===== src/rtl/mario_dma_if.sv =====
// mario_dma_if: trigger/status and RAM-port bundle of the sprite/object DMA.
// The engine takes the master side; the CPU latch and RAM side takes slave.
interface mario_dma_if #(
  parameter int AW = 10
);
  logic          I_DMA_TRIG;
  logic          I_HOLD;
  logic          I_ABORT;
  logic          I_MODE;
  logic [7:0]    I_FILL_D;
  logic [7:0]    I_DMA_DS;
  logic [AW-1:0] O_DMA_AS;
  logic          O_DMA_CES;
  logic [AW-1:0] O_DMA_AD;
  logic [7:0]    O_DMA_DD;
  logic          O_DMA_CED;
  logic          O_BUSY;
  logic          O_DONE;

  modport master (
    input  I_DMA_TRIG, I_HOLD, I_ABORT,
    input  I_MODE, I_FILL_D, I_DMA_DS,
    output O_DMA_AS, O_DMA_CES,
    output O_DMA_AD, O_DMA_DD, O_DMA_CED,
    output O_BUSY, O_DONE
  );

  modport slave (
    output I_DMA_TRIG, I_HOLD, I_ABORT,
    output I_MODE, I_FILL_D, I_DMA_DS,
    input  O_DMA_AS, O_DMA_CES,
    input  O_DMA_AD, O_DMA_DD, O_DMA_CED,
    input  O_BUSY, O_DONE
  );
endinterface


===== src/rtl/mario_dma_ctrl.sv =====
// mario_dma_ctrl: parametrised sprite/object DMA engine on the 4 MHz CEN.
// Fill mode is compiled in only when MARIO_DMA_FILL_EN is defined.
module mario_dma_ctrl #(
  parameter int AW       = 10,
  parameter int LEN      = 384,
  parameter int SRC_BASE = 'h100,
  parameter int DST_BASE = 'h000,
  parameter int READ_LAT = 1
) (
  input  logic        I_CLK_48M,
  input  logic        I_RESET_n,
  input  logic        I_CEN_4M,
  mario_dma_if.master bus
);
  typedef enum logic [1:0] {
    S_IDLE,
    S_RUN,
    S_DONE
  } state_e;

  localparam logic [AW:0]   LEN_C = (AW+1)'(LEN);
  localparam logic [AW:0]   ONE   = (AW+1)'(1);
  localparam logic [AW-1:0] SRC_B = AW'(SRC_BASE);
  localparam logic [AW-1:0] DST_B = AW'(DST_BASE);

  state_e              state_q, state_d;
  logic                trig_q, trig_d;
  logic                pend_q, pend_d;
  logic [AW:0]         rd_q, rd_d;
  logic [AW:0]         wr_q, wr_d;
  logic [READ_LAT-1:0] vld_q, vld_d;
  logic [AW-1:0]       as_q, as_d;
  logic [AW-1:0]       ad_q, ad_d;
  logic [7:0]          dd_q, dd_d;
  logic                ces_q, ces_d;
  logic                ced_q, ced_d;
  logic                busy_q, busy_d;
  logic                done_q, done_d;
  logic                start_edge, go, issue;
`ifdef MARIO_DMA_FILL_EN
  logic                mode_q, mode_d;
  logic [7:0]          fill_q, fill_d;
`else
  logic                unused_fill;
  assign unused_fill = ^{bus.I_MODE, bus.I_FILL_D};
`endif

  assign start_edge = bus.I_DMA_TRIG & ~trig_q;

  always_comb begin
    state_d = state_q;
    trig_d  = bus.I_DMA_TRIG;
    pend_d  = pend_q;
    rd_d    = rd_q;
    wr_d    = wr_q;
    vld_d   = '0;
    as_d    = as_q;
    ces_d   = 1'b0;
    ad_d    = ad_q;
    dd_d    = dd_q;
    ced_d   = 1'b0;
    busy_d  = busy_q;
    done_d  = 1'b0;
    go      = 1'b0;
    issue   = 1'b0;
`ifdef MARIO_DMA_FILL_EN
    mode_d  = mode_q;
    fill_d  = fill_q;
`endif
    if (bus.I_ABORT) begin
      state_d = S_IDLE;
      pend_d  = 1'b0;
      rd_d    = '0;
      wr_d    = '0;
      busy_d  = 1'b0;
    end else begin
      unique case (state_q)
        S_IDLE: go = start_edge | pend_q;
        S_RUN: begin
          pend_d = pend_q | start_edge;
          if (wr_q == LEN_C) begin
            state_d = S_DONE;
            busy_d  = 1'b0;
            done_d  = 1'b1;
          end
`ifdef MARIO_DMA_FILL_EN
          else if (mode_q) begin
            if (!bus.I_HOLD) begin
              ad_d  = DST_B + wr_q[AW-1:0];
              dd_d  = fill_q;
              ced_d = 1'b1;
              wr_d  = wr_q + ONE;
            end
          end
`endif
          else begin
            issue = !bus.I_HOLD && (rd_q < LEN_C);
            if (issue) begin
              as_d  = SRC_B + rd_q[AW-1:0];
              ces_d = 1'b1;
              rd_d  = rd_q + ONE;
            end
            // oldest in-flight read lands READ_LAT CEN cycles after issue
            vld_d[0] = issue;
            for (int i = 1; i < READ_LAT; i++)
              vld_d[i] = vld_q[i-1];
            if (vld_q[READ_LAT-1]) begin
              ad_d  = DST_B + wr_q[AW-1:0];
              dd_d  = bus.I_DMA_DS;
              ced_d = 1'b1;
              wr_d  = wr_q + ONE;
            end
          end
        end
        S_DONE: begin
          if (start_edge | pend_q) go = 1'b1;
          else state_d = S_IDLE;
        end
        default: state_d = S_IDLE;
      endcase
      if (go) begin
        state_d = S_RUN;
        pend_d  = 1'b0;
        rd_d    = '0;
        wr_d    = '0;
        busy_d  = 1'b1;
`ifdef MARIO_DMA_FILL_EN
        mode_d  = bus.I_MODE;
        fill_d  = bus.I_FILL_D;
`endif
      end
    end
  end

  always_ff @(posedge I_CLK_48M or negedge I_RESET_n) begin
    if (!I_RESET_n) begin
      state_q <= S_IDLE;
      trig_q  <= 1'b0;
      pend_q  <= 1'b0;
      rd_q    <= '0;
      wr_q    <= '0;
      vld_q   <= '0;
      as_q    <= '0;
      ces_q   <= 1'b0;
      ad_q    <= '0;
      dd_q    <= '0;
      ced_q   <= 1'b0;
      busy_q  <= 1'b0;
      done_q  <= 1'b0;
`ifdef MARIO_DMA_FILL_EN
      mode_q  <= 1'b0;
      fill_q  <= '0;
`endif
    end else if (I_CEN_4M) begin
      state_q <= state_d;
      trig_q  <= trig_d;
      pend_q  <= pend_d;
      rd_q    <= rd_d;
      wr_q    <= wr_d;
      vld_q   <= vld_d;
      as_q    <= as_d;
      ces_q   <= ces_d;
      ad_q    <= ad_d;
      dd_q    <= dd_d;
      ced_q   <= ced_d;
      busy_q  <= busy_d;
      done_q  <= done_d;
`ifdef MARIO_DMA_FILL_EN
      mode_q  <= mode_d;
      fill_q  <= fill_d;
`endif
    end
  end

  assign bus.O_DMA_AS  = as_q;
  assign bus.O_DMA_CES = ces_q;
  assign bus.O_DMA_AD  = ad_q;
  assign bus.O_DMA_DD  = dd_q;
  assign bus.O_DMA_CED = ced_q;
  assign bus.O_BUSY    = busy_q;
  assign bus.O_DONE    = done_q;
endmodule


===== src/flat_wrapper.sv =====
// flat-port wrapper written by rule: the top's interface ports become plain ports
module mario_dma_ctrl_flat 
#(
  parameter int AW       = 10,
  parameter int LEN      = 384,
  parameter int SRC_BASE = 'h100,
  parameter int DST_BASE = 'h000,
  parameter int READ_LAT = 1
)
  (I_CLK_48M, I_RESET_n, I_CEN_4M, bus_I_DMA_TRIG, bus_I_HOLD, bus_I_ABORT, bus_I_MODE, bus_I_FILL_D, bus_I_DMA_DS, bus_O_DMA_AS, bus_O_DMA_CES, bus_O_DMA_AD, bus_O_DMA_DD, bus_O_DMA_CED, bus_O_BUSY, bus_O_DONE);
  mario_dma_if #(.AW(AW)) bus_i ();
  input  logic I_CLK_48M;
  input  logic I_RESET_n;
  input  logic I_CEN_4M;
  input wire logic [$bits(bus_i.I_DMA_TRIG)-1:0] bus_I_DMA_TRIG;
  input wire logic [$bits(bus_i.I_HOLD)-1:0] bus_I_HOLD;
  input wire logic [$bits(bus_i.I_ABORT)-1:0] bus_I_ABORT;
  input wire logic [$bits(bus_i.I_MODE)-1:0] bus_I_MODE;
  input wire logic [$bits(bus_i.I_FILL_D)-1:0] bus_I_FILL_D;
  input wire logic [$bits(bus_i.I_DMA_DS)-1:0] bus_I_DMA_DS;
  output wire logic [$bits(bus_i.O_DMA_AS)-1:0] bus_O_DMA_AS;
  output wire logic [$bits(bus_i.O_DMA_CES)-1:0] bus_O_DMA_CES;
  output wire logic [$bits(bus_i.O_DMA_AD)-1:0] bus_O_DMA_AD;
  output wire logic [$bits(bus_i.O_DMA_DD)-1:0] bus_O_DMA_DD;
  output wire logic [$bits(bus_i.O_DMA_CED)-1:0] bus_O_DMA_CED;
  output wire logic [$bits(bus_i.O_BUSY)-1:0] bus_O_BUSY;
  output wire logic [$bits(bus_i.O_DONE)-1:0] bus_O_DONE;
  assign bus_i.I_DMA_TRIG = bus_I_DMA_TRIG;
  assign bus_i.I_HOLD = bus_I_HOLD;
  assign bus_i.I_ABORT = bus_I_ABORT;
  assign bus_i.I_MODE = bus_I_MODE;
  assign bus_i.I_FILL_D = bus_I_FILL_D;
  assign bus_i.I_DMA_DS = bus_I_DMA_DS;
  assign bus_O_DMA_AS = bus_i.O_DMA_AS;
  assign bus_O_DMA_CES = bus_i.O_DMA_CES;
  assign bus_O_DMA_AD = bus_i.O_DMA_AD;
  assign bus_O_DMA_DD = bus_i.O_DMA_DD;
  assign bus_O_DMA_CED = bus_i.O_DMA_CED;
  assign bus_O_BUSY = bus_i.O_BUSY;
  assign bus_O_DONE = bus_i.O_DONE;
  mario_dma_ctrl #(.AW(AW), .LEN(LEN), .SRC_BASE(SRC_BASE), .DST_BASE(DST_BASE), .READ_LAT(READ_LAT)) u_core (.I_CLK_48M(I_CLK_48M), .I_RESET_n(I_RESET_n), .I_CEN_4M(I_CEN_4M), .bus(bus_i));
endmodule

===== config.mk =====
export PLATFORM = sky130hd
export DESIGN_NAME = mario_dma_ctrl_flat
export DESIGN_NICKNAME = d
export VERILOG_FILES = /design/src/rtl/mario_dma_if.sv /design/src/rtl/mario_dma_ctrl.sv /design/src/flat_wrapper.sv
export SDC_FILE = /design/constraint.sdc
export NUM_CORES = 1
export LEC_CHECK = 0
export BUFFER_PORTS_ARGS = -buffer_cell sky130_fd_sc_hd__buf_4
export CORE_MARGIN = 5
export CORE_UTILIZATION = 47
export DETAILED_ROUTE_END_ITERATION = 10
export PLACE_DENSITY = 0.7
export SLEW_MARGIN = 20
export SYNTH_ARGS = -nofsm -noshare
export SYNTH_HDL_FRONTEND = slang
export SYNTH_SLANG_ARGS = --single-unit

===== constraint.sdc =====
create_clock -name I_CLK_48M -period 2.25 [get_ports I_CLK_48M]
set_input_delay 0.5625 -clock I_CLK_48M [delete_from_list [all_inputs] [get_ports I_CLK_48M]]
set_output_delay 0.5625 -clock I_CLK_48M [all_outputs]
set_load 0.02 [all_outputs]

## After elaboration in Yosys (flattened, before gate mapping)

Cells that the tools add are included.

- Register bits after elaboration: 59
- Output and inout bits: 32

- $add $sub $neg: 3
- $lt $le $gt $ge: 1
- Equality and inequality tests: 7
- Multiplexer cells: 39
- Bitwise gates (word level): 5
- Reductions and logical operators: 14

Operators with widths:

| operator | number |
|---|---|
| two-way mux 11 bit | 10 |
| two-way mux 1 bit | 23 |
| adder 11 x 1 -> 11 bit (second input constant) | 2 |
| AND reduction 4 bit | 3 |
| nonzero test 3 bit | 4 |
| equality test 11 x 9 -> 1 bit (second input constant) | 1 |
| less-than comparator 11 x 9 -> 1 bit (second input constant) | 1 |
| adder 9 x 10 -> 10 bit (first input constant) | 1 |
| AND reduction 5 bit | 2 |
| two-way mux 2 bit | 4 |
| one-hot mux 2 bit (3 select lines) | 1 |
| inequality test 4 x 2 -> 1 bit (second input constant) | 1 |
| inequality test 4 bit (second input constant) | 1 |
| inequality test 3 x 2 -> 1 bit (second input constant) | 1 |
| inequality test 3 bit (second input constant) | 1 |
| inverter 1 bit | 3 |
| AND reduction 3 bit | 1 |
| equality test 2 x 1 -> 1 bit (second input constant) | 1 |
| equality test 2 bit (second input constant) | 1 |
| logical NOT 2 bit | 1 |
| one-hot mux 1 bit (2 select lines) | 1 |
| AND reduction 2 bit | 1 |
| AND 1 bit | 1 |
| logical AND 1 bit | 1 |
| other kinds (2) | 2 |

## Depth between registers and ports, before layout

Gate-level depths: netlist of the first run.

- Word-level depth: 8
- Mapped depth: 9

## Worst setup path before layout of the first run

Ideal clock, no wire load.

- Path kind: register to register
- Start: register u_core.wr_q[0]
- End: register u_core.as_q[3] (netlist: u_core.bus.O_DMA_AS[3])
- Setup time: 0.125 ns
- Arrival: 1.874 ns
- Slack: 0.250 ns
- Stages on the path, launching flop included: 9
- Cells stage by stage: dfrtp_1 > inv_1 > ha_1 > or4b_4 > nor3_4 > or2b_2 > nor2_2 > buf_6 > mux2_4

- Longest elaborated chain between the ends: 3

RTL lines:

| what | line | text |
|---|---|---|
| start: declaration | mario_dma_ctrl.sv:30 | `logic [AW:0] wr_q, wr_d;` |
| start signal: assignment | mario_dma_ctrl.sv:159 | `wr_q <= wr_d;` |
| equality test 11 x 9 -> 1 bit | mario_dma_ctrl.sv:81 | `if (wr_q == LEN_C) begin` |
| inverter 1 bit (no line) | n/a |  |
| AND reduction 5 bit (no line) | n/a |  |
| end signal: assignment | mario_dma_ctrl.sv:161 | `as_q <= as_d;` |
| end: declaration | mario_dma_ctrl.sv:32 | `logic [AW-1:0] as_q, as_d;` |

Every way passes these cells.
A chain may end at the register's enable or synchronous reset.

## Worst setup path in the final report of the first run

- Start: register u_core.wr_q[0]
- End: register u_core.as_q[5] (netlist: u_core.bus.O_DMA_AS[5])

The elaborated chain is that of the path after synthesis.

==> qor.yml, run 1 <==
sta:
  hold_viol_final: 0
  max_freq_mhz: 476
  finalClockSkew_ns: 0.00716
  min_period_ns: 2.10
  period_share_pct: 93.3
  finalSetupViolCount: 0
  worst_pin_slew_ns: 0.923
  rsz0062_at_grt: "no"
  drv_slew: 0
  tns_ns: 0
  max-slew-margin-rel_pct: 38.3
die:
  die_w_um: 85.8
  rows: 27
  dieArea_mm2: 0.00736
  die_y_um: 85.8
  io_pins: 55
  initial_utilization_pct: 48.8
  core-area_mm2: 0.00554
layout:
  final_nets: 361
  fin_util_pct: 61.0
  layout_commonest_cell: "nand2_1"
  fill_cells: 504
  areaGrowthSynthToFinish_pct: 25.2
  final_cell_mix: "68 x nand2_1, 65 x buf_4, 58 x dfrtp_1"
  antennaDiodeCount: 0
  drive_above_1_share_pct: 28.6
  fin_area_mm2: 0.00338
critical_path:
  r2r-end: "u_core.bus.O_DMA_AS[5]"
  r2r_cells: 8
  path_cells: "inv_1 > ha_1 > or4b_4 > nor3_4 > or2b_2 > nor2_2 > buf_12 > mux2_4"
  crit_type: "reg -> reg"
  cp.depth: 8
  crit_end: "u_core.bus.O_DMA_AS[5]"
  crit_arrival_ns: 2.31
  cp_top_family: "simple AND/OR/NAND/NOR gates"
  crit_start: "u_core.wr_q[0]"
  critPathLaunchType: "register"
  crit_fanout: 8
  r2r-start: "u_core.wr_q[0]"
  max_stage_delay_ns: 0.48
  cp_num_buf_inv: 2
  critPathSlowestCell: "or4b_4"
  cp_data_required_time_ns: 2.46
  worst_setup_path_end_kind: "register"
  r2r_slack_ns: 0.15
yosys:
  ys.flop_type: "dfrtp_1"
  yosys_warnings: 0
  syn-cell-area_mm2: 0.00270
  ys_seq_area_share_pct: 53.7
  synth_edf_count: 0
  ys_ff_latch: 58
  syn_nets: 297
  synth_cells: 270
  syn_avg_cell_area_um2: 10.0
  async_flop_share_pct: 100
  yosysUniqueCellTypes: 44
grt:
  grt_overflow: 0
  grt_max_degree: 59
  grt_use_total_pct: 17.0
  grt_pass1_wl_mm: 9.96
  antenna_found_initial: 0
  first_global_vias: 2193
route:
  remaining_drc_errors: 0
  antenna_left: 0
  wl_per_cell_um: 14.1
  routed_via_density: 5.41
  drtPass1Iterations: 4
  routed_wl_mm: 5.76
  first_iter_violations: 208
  vias: 2207
clocking:
  cts_root_buffer: "clkbuf_8"
  clkTransAtPathRegs_ns: 0.06
  cts.sinks: 58
  clk_path_buf_depth: 2
  h-tree-depth: 3
  clock_latency_ns: 0.33
  cts_made_buffers: 9
  cts_tree: "done"
place:
  io_buffers: 45
  dpl.hpwl_mm: 4.13
  gp_congestion: 0.863
  dpl_cell_area_mm2: 0.00321
outcome:
  status: "complete, no violations"
hold_path:
  hold_path_class: "in -> async"
power:
  power_leakage_uw: 0.00171
  power_density_mw_per_mm2: 667
  ir_drop_v: 0.000346
run:
  cap_viol_max_count: 0
-- cell usage after synthesis (3+ instances only) --
cell type	count	area [µm²]
a21oi_1	8	40.0
ha_1	4	50.1
mux2_4	5	75.1
and3_1	3	18.8
a31oi_1	5	31.3
o31ai_1	5	37.5
o211ai_1	4	30.0
nor3_1	3	15.0
nor2b_1	3	18.8
nand4_1	3	18.8
nand2_1	68	255
o21ai_0	13	65.1
clkbuf_1	5	18.8
buf_2	4	20.0
nor2_1	10	37.5
inv_1	10	37.5
mux2_2	7	78.8
buf_6	3	33.8
o21ai_1	3	15.0
nand3_1	9	45.0
or3_1	4	25.0
a22o_1	4	35.0
dfrtp_1	58	1450
nand3b_1	4	30.0
-- metrics by stage --
stage	hold slack (ns)	setup slack, ns	power, µW	std cells
final	0.297	0.151	2260	408
after global routing	0.353	0.0190	2360	408
after CTS	0.311	0.0772	2280	407
after detailed placement	0.465	0.0737	1470	394
after global placement	0.460	0.0505	1460	394
after floorplan	0.267	0.250	1310	270
-- final cells by class --
class | count | area (µm²) | share of cell area (%)
Timing Repair Buffer | 66 | 508 | 15.0
Tap cell | 72 | 90.1 | 2.66
Sequential cell | 58 | 1450 | 42.9
Inverter | 10 | 37.5 | 1.11
Multi-Input combinational cell | 189 | 1140 | 33.6
Clock buffer | 13 | 159 | 4.70
-- worst reg2reg max path: cells and delay by family (launching register included) --
family / cells / cell delay (ns)
flip-flops: 1 / 0.38
buffers and inverters: 2 / 0.21
multiplexers: 1 / 0.29
adder cells (fa/ha/maj): 1 / 0.14
AND/OR/NAND/NOR: 4 / 0.95
-- flip-flops by register name, summed over array words and instances (netlist names) --
| signal | cells |
|---|---|
| u_core.trig_q | 1 |
| u_core.bus.O_DMA_AS | 10 |
| u_core.pend_q | 1 |
| u_core.state_q | 2 |
| u_core.bus.O_DMA_AD | 10 |
| u_core.bus.O_DMA_DD | 8 |
| u_core.bus.O_BUSY | 1 |
| u_core.bus.O_DMA_CES | 1 |
| u_core.rd_q | 11 |
| u_core.bus.O_DMA_CED | 1 |
| u_core.bus.O_DONE | 1 |
| u_core.wr_q | 11 |
-- metal layers --
layer	routed length (µm)	up-vias	track usage (%)
met4	140	0	9.64
li1	-	1070	-
met1	2650	1071	21.8
met5	0	-	0
met3	231	13	2.88
met2	2740	53	27.4
-- kinds of logic (layout without fill, tap and decap cells) --
kind of cell | after synthesis | in the layout | synth area share [%]
simple gates | 121 | 121 | 21.5
buf+inv | 23 | 89 | 4.35
compound gates | 51 | 51 | 12.5
flops | 58 | 58 | 53.7
fa+ha+maj | 4 | 4 | 1.85
mux | 13 | 13 | 6.07
-- report_power, final --
| part | switching (µW) | leakage, µW | total [µW] | internal, µW |
|---|---|---|---|---|
| combinational | 177 | 0.000834 | 318 | 141 |
| clock | 364 | 0.0000815 | 806 | 442 |
| sequential | 37.2 | 0.000796 | 1130 | 1090 |
| total | 579 | 0.00171 | 2260 | 1680 |
-- how the worst min path moves through the flow --
| stage | end | cells past startpoint | startpoint | slack [ns] |
|---|---|---|---|---|
| detailed placement | u_core.bus.O_DMA_AD[3] | 2 | u_core.bus.O_DMA_AD[3] | 0.46 |
| floorplan | u_core.bus.O_BUSY | 0 | I_RESET_n | 0.27 |
| finish | u_core.rd_q[3] | 1 | I_RESET_n | 0.30 |
| global route | u_core.bus.O_DMA_AS[9] | 1 | I_RESET_n | 0.35 |
| global placement | u_core.bus.O_DMA_AD[5] | 2 | u_core.bus.O_DMA_AD[5] | 0.46 |
| CTS | u_core.wr_q[7] | 1 | I_RESET_n | 0.31 |
-- timing repair --
action,CTS,global route
setup buffers,0,1
setup endpoints to repair,0,23
hold buffers,0,0
gates resized for setup,0,1
No activity file was read; power rests on OpenSTA's default activity.
==> inputs of run 2 (changes only) <==
--- a/config.mk
+++ b/config.mk
@@ -10,4 +10,5 @@
 export CORE_UTILIZATION = 47
 export DETAILED_ROUTE_END_ITERATION = 10
+export GPL_ROUTABILITY_DRIVEN = 0
 export PLACE_DENSITY = 0.7
 export SLEW_MARGIN = 20
==> constraint.sdc (replaced) <==
create_clock -name I_CLK_48M -period 2.25 [get_ports I_CLK_48M]
set_input_delay 0 -clock I_CLK_48M [delete_from_list [all_inputs] [get_ports I_CLK_48M]]
set_output_delay 0 -clock I_CLK_48M [all_outputs]
set_load 0.02 [all_outputs]
==> run 2 against run 1 <==
Clock-buffer cell count shrank 3. Sequential cell count stayed put. Setup slack got worse by 0.059 ns. Sequential share of layout area decreased by 1.5 points. Sequential power is essentially flat. Maximum frequency decreased by 2.7%. Critical path type unchanged. Critical endpoint is now u_core.bus.O_DMA_AS[9].
==> qor.yml, run 2 (synthesis results as in run 1) <==
sta:
  fin_ws_ns: 0.0920  # -0.0586 ns
  min_period_ns: 2.16  # +0.0586 ns
  max_freq_mhz: 463  # -2.7%
  tns_ns: 0  # unchanged
  rsz0062_at_grt: "no"
  drv_slew: 0  # unchanged
  max-slew-margin-rel_pct: 51.0  # +13 points
  finalSetupViolCount: 0  # unchanged
  hold_viol_final: 0  # unchanged
  period_share_pct: 95.9  # +2.6 points
  worst_pin_slew_ns: 0.735  # -0.188 ns
  finalClockSkew_ns: 0.00649  # -0.000673 ns
clocking:
  cts_made_buffers: 9  # unchanged
  clkTransAtPathRegs_ns: 0.06  # about the same
  cts_setup_buffers: 0  # unchanged
  cts_tree: "done"
  clk_path_buf_depth: 2  # unchanged
  cts_root_buffer: "clkbuf_8"
  clock_latency_ns: 0.33  # about the same
  cts.sinks: 58  # unchanged
  h-tree-depth: 3  # unchanged
grt:
  grt_pass1_wl_mm: 10.1  # +1.6%
  grt_overflow: 0  # unchanged
  first_global_vias: 2149  # -2.0%
  grt_use_total_pct: 17.5  # +0.50 points
  antenna_found_initial: 0  # unchanged
  grt_max_degree: 59  # unchanged
die:
  rows: 27  # unchanged
  io_pins: 55  # unchanged
  initial_utilization_pct: 48.8  # unchanged
  core-area_mm2: 0.00554  # unchanged
  die_w_um: 85.8  # unchanged
  dieArea_mm2: 0.00736  # unchanged
  die_y_um: 85.8  # unchanged
layout:
  final_cell_mix: "68 x nand2_1, 62 x buf_4, 58 x dfrtp_1"
  fill_cells: 481  # -4.6%
  layout_commonest_cell: "nand2_1"
  multi_input_area_mm2: 0.00114  # +0.22%
  seqCellArea_mm2: 0.00145  # unchanged
  fin_util_pct: 63.2  # +2.1 points
  final_nets: 367  # +1.7%
  drive_above_1_share_pct: 28.4  # -0.17 points
  areaGrowthSynthToFinish_pct: 29.6
  reg.largest.list: "u_core.rd_q x11, u_core.wr_q x11"
  antennaDiodeCount: 0  # unchanged
place:
  dpl.hpwl_mm: 4.06  # -1.7%
  io_buffers: 45  # unchanged
  place_ws_ns: 0.104  # +0.0306 ns
critical_path:
  critPathLaunchType: "register"
  crit_fanout: 8  # unchanged
  cp_num_buf_inv: 2  # unchanged
  critPathSlowestCell: "or4b_4"
  crit_start: "u_core.wr_q[0]"
  cp_data_required_time_ns: 2.46  # about the same
  path_cells: "inv_1 > ha_1 > or4b_4 > nor3_4 > or2b_2 > nor2_2 > buf_4 > mux2_2"
  crit_arrival_ns: 2.37  # +0.06 ns
  r2r-start: "u_core.wr_q[0]"
  cp_top_family: "simple AND/OR/NAND/NOR gates"
  crit_type: "reg -> reg"
  worst_setup_path_end_kind: "register"
  max_stage_delay_ns: 0.47  # about the same
hold_path:
  hold_path_class: "in -> reg"
  min-delay-start: "bus_I_ABORT"
route:
  remaining_drc_errors: 0  # unchanged
  routed_wl_mm: 5.88  # +2.2%
  vias: 2196  # -0.50%
  drtPass1Iterations: 4  # unchanged
  first_iter_violations: 198  # -4.8%
  antenna_left: 0  # unchanged
  wl_per_cell_um: 14.1  # about the same
  routed_via_density: 5.27  # -2.6%
power:
  power_density_mw_per_mm2: 712  # +6.8%
  power_leakage_uw: 0.00177  # +3.2%
  ir_drop_v: 0.000392  # +13%
run:
  cap_viol_max_count: 0  # unchanged
outcome:
  status: "complete, no violations"
run 2: cell count changes in the layout (fill, tap and decap cells not counted), moves of 2 or more:
| cell | previous run | this run |
|---|---|---|
| dlygate4sd3_1 | 0 | 10 |
| clkinv_2 | 0 | 4 |
| buf_4 | 65 | 62 |
| bufinv_16 | 0 | 2 |
| clkbuf_1 | 2 | 0 |
run 2: final cells by class:
| type | instances | area share (%) |
|---|---|---|
| clock buffer | 10 | 3.93 |
| inverter | 10 | 1.07 |
| clock inverter | 6 | 2.29 |
| tap | 72 | 2.57 |
| timing repair buffer | 72 | 16.2 |
| sequential | 58 | 41.5 |
| multi-input combinational | 189 | 32.5 |
run 2: what timing repair did:
| action | in CTS | in global routing |
|---|---|---|
| hold endpoints to repair | 67 | 0 |
| gates resized for setup | 0 | 2 |
| setup endpoints to repair | 0 | 11 |
| hold buffers | 10 | 0 |
run 2: worst register-to-register path: cells and delay by family (launching register included):
family	cells	cell delay, ns
buf+inv	2	0.26
mux	1	0.30
flops	1	0.38
simple gates	4	0.95
fa+ha+maj	1	0.15
run 2: per-stage QoR:
stage,instance area [µm²],instances,hold WS [ns],power (µW)
2_1_floorplan,2700,270,-0.296,1310
3_5_place_dp,3180,391,0.104,1460
3_3_place_gp,3180,391,0.102,1450
5_1_grt,3500,417,0.0263,2610
4_1_cts,3490,417,0.000485,2530
6_report,3500,417,0.0145,2490
run 2: layer usage:
layer  wire [µm]  vias up  track usage (%)
li1            -     1082                -
met3         247       12             3.55
met4         100        0             9.78
met5           0        -                0
met2        2810       62             26.8
met1        2720     1040             23.3
run 2: path summary, 6_finish.rpt:
kind | end | slack (ns) | cells after the start
max | u_core.bus.O_DMA_AS[9] | 0.09 | 8
max in group asynchronous | u_core.bus.O_DMA_AD[5] | 1.48 | 2
min | u_core.state_q[0] | 0.01 | 4
max reg2reg | u_core.bus.O_DMA_AS[9] | 0.09 | 8
min in group asynchronous | u_core.bus.O_DMA_AS[0] | 0.28 | 2
min reg2reg | u_core.bus.O_DMA_AD[6] | 0.47 | 2
run 2: report_power, final:
group / switching [µW] / total (µW) / internal [µW]
combinational: 180 / 323 / 142
clock: 396 / 1040 / 645
sequential: 36.5 / 1130 / 1090
total: 613 / 2490 / 1880
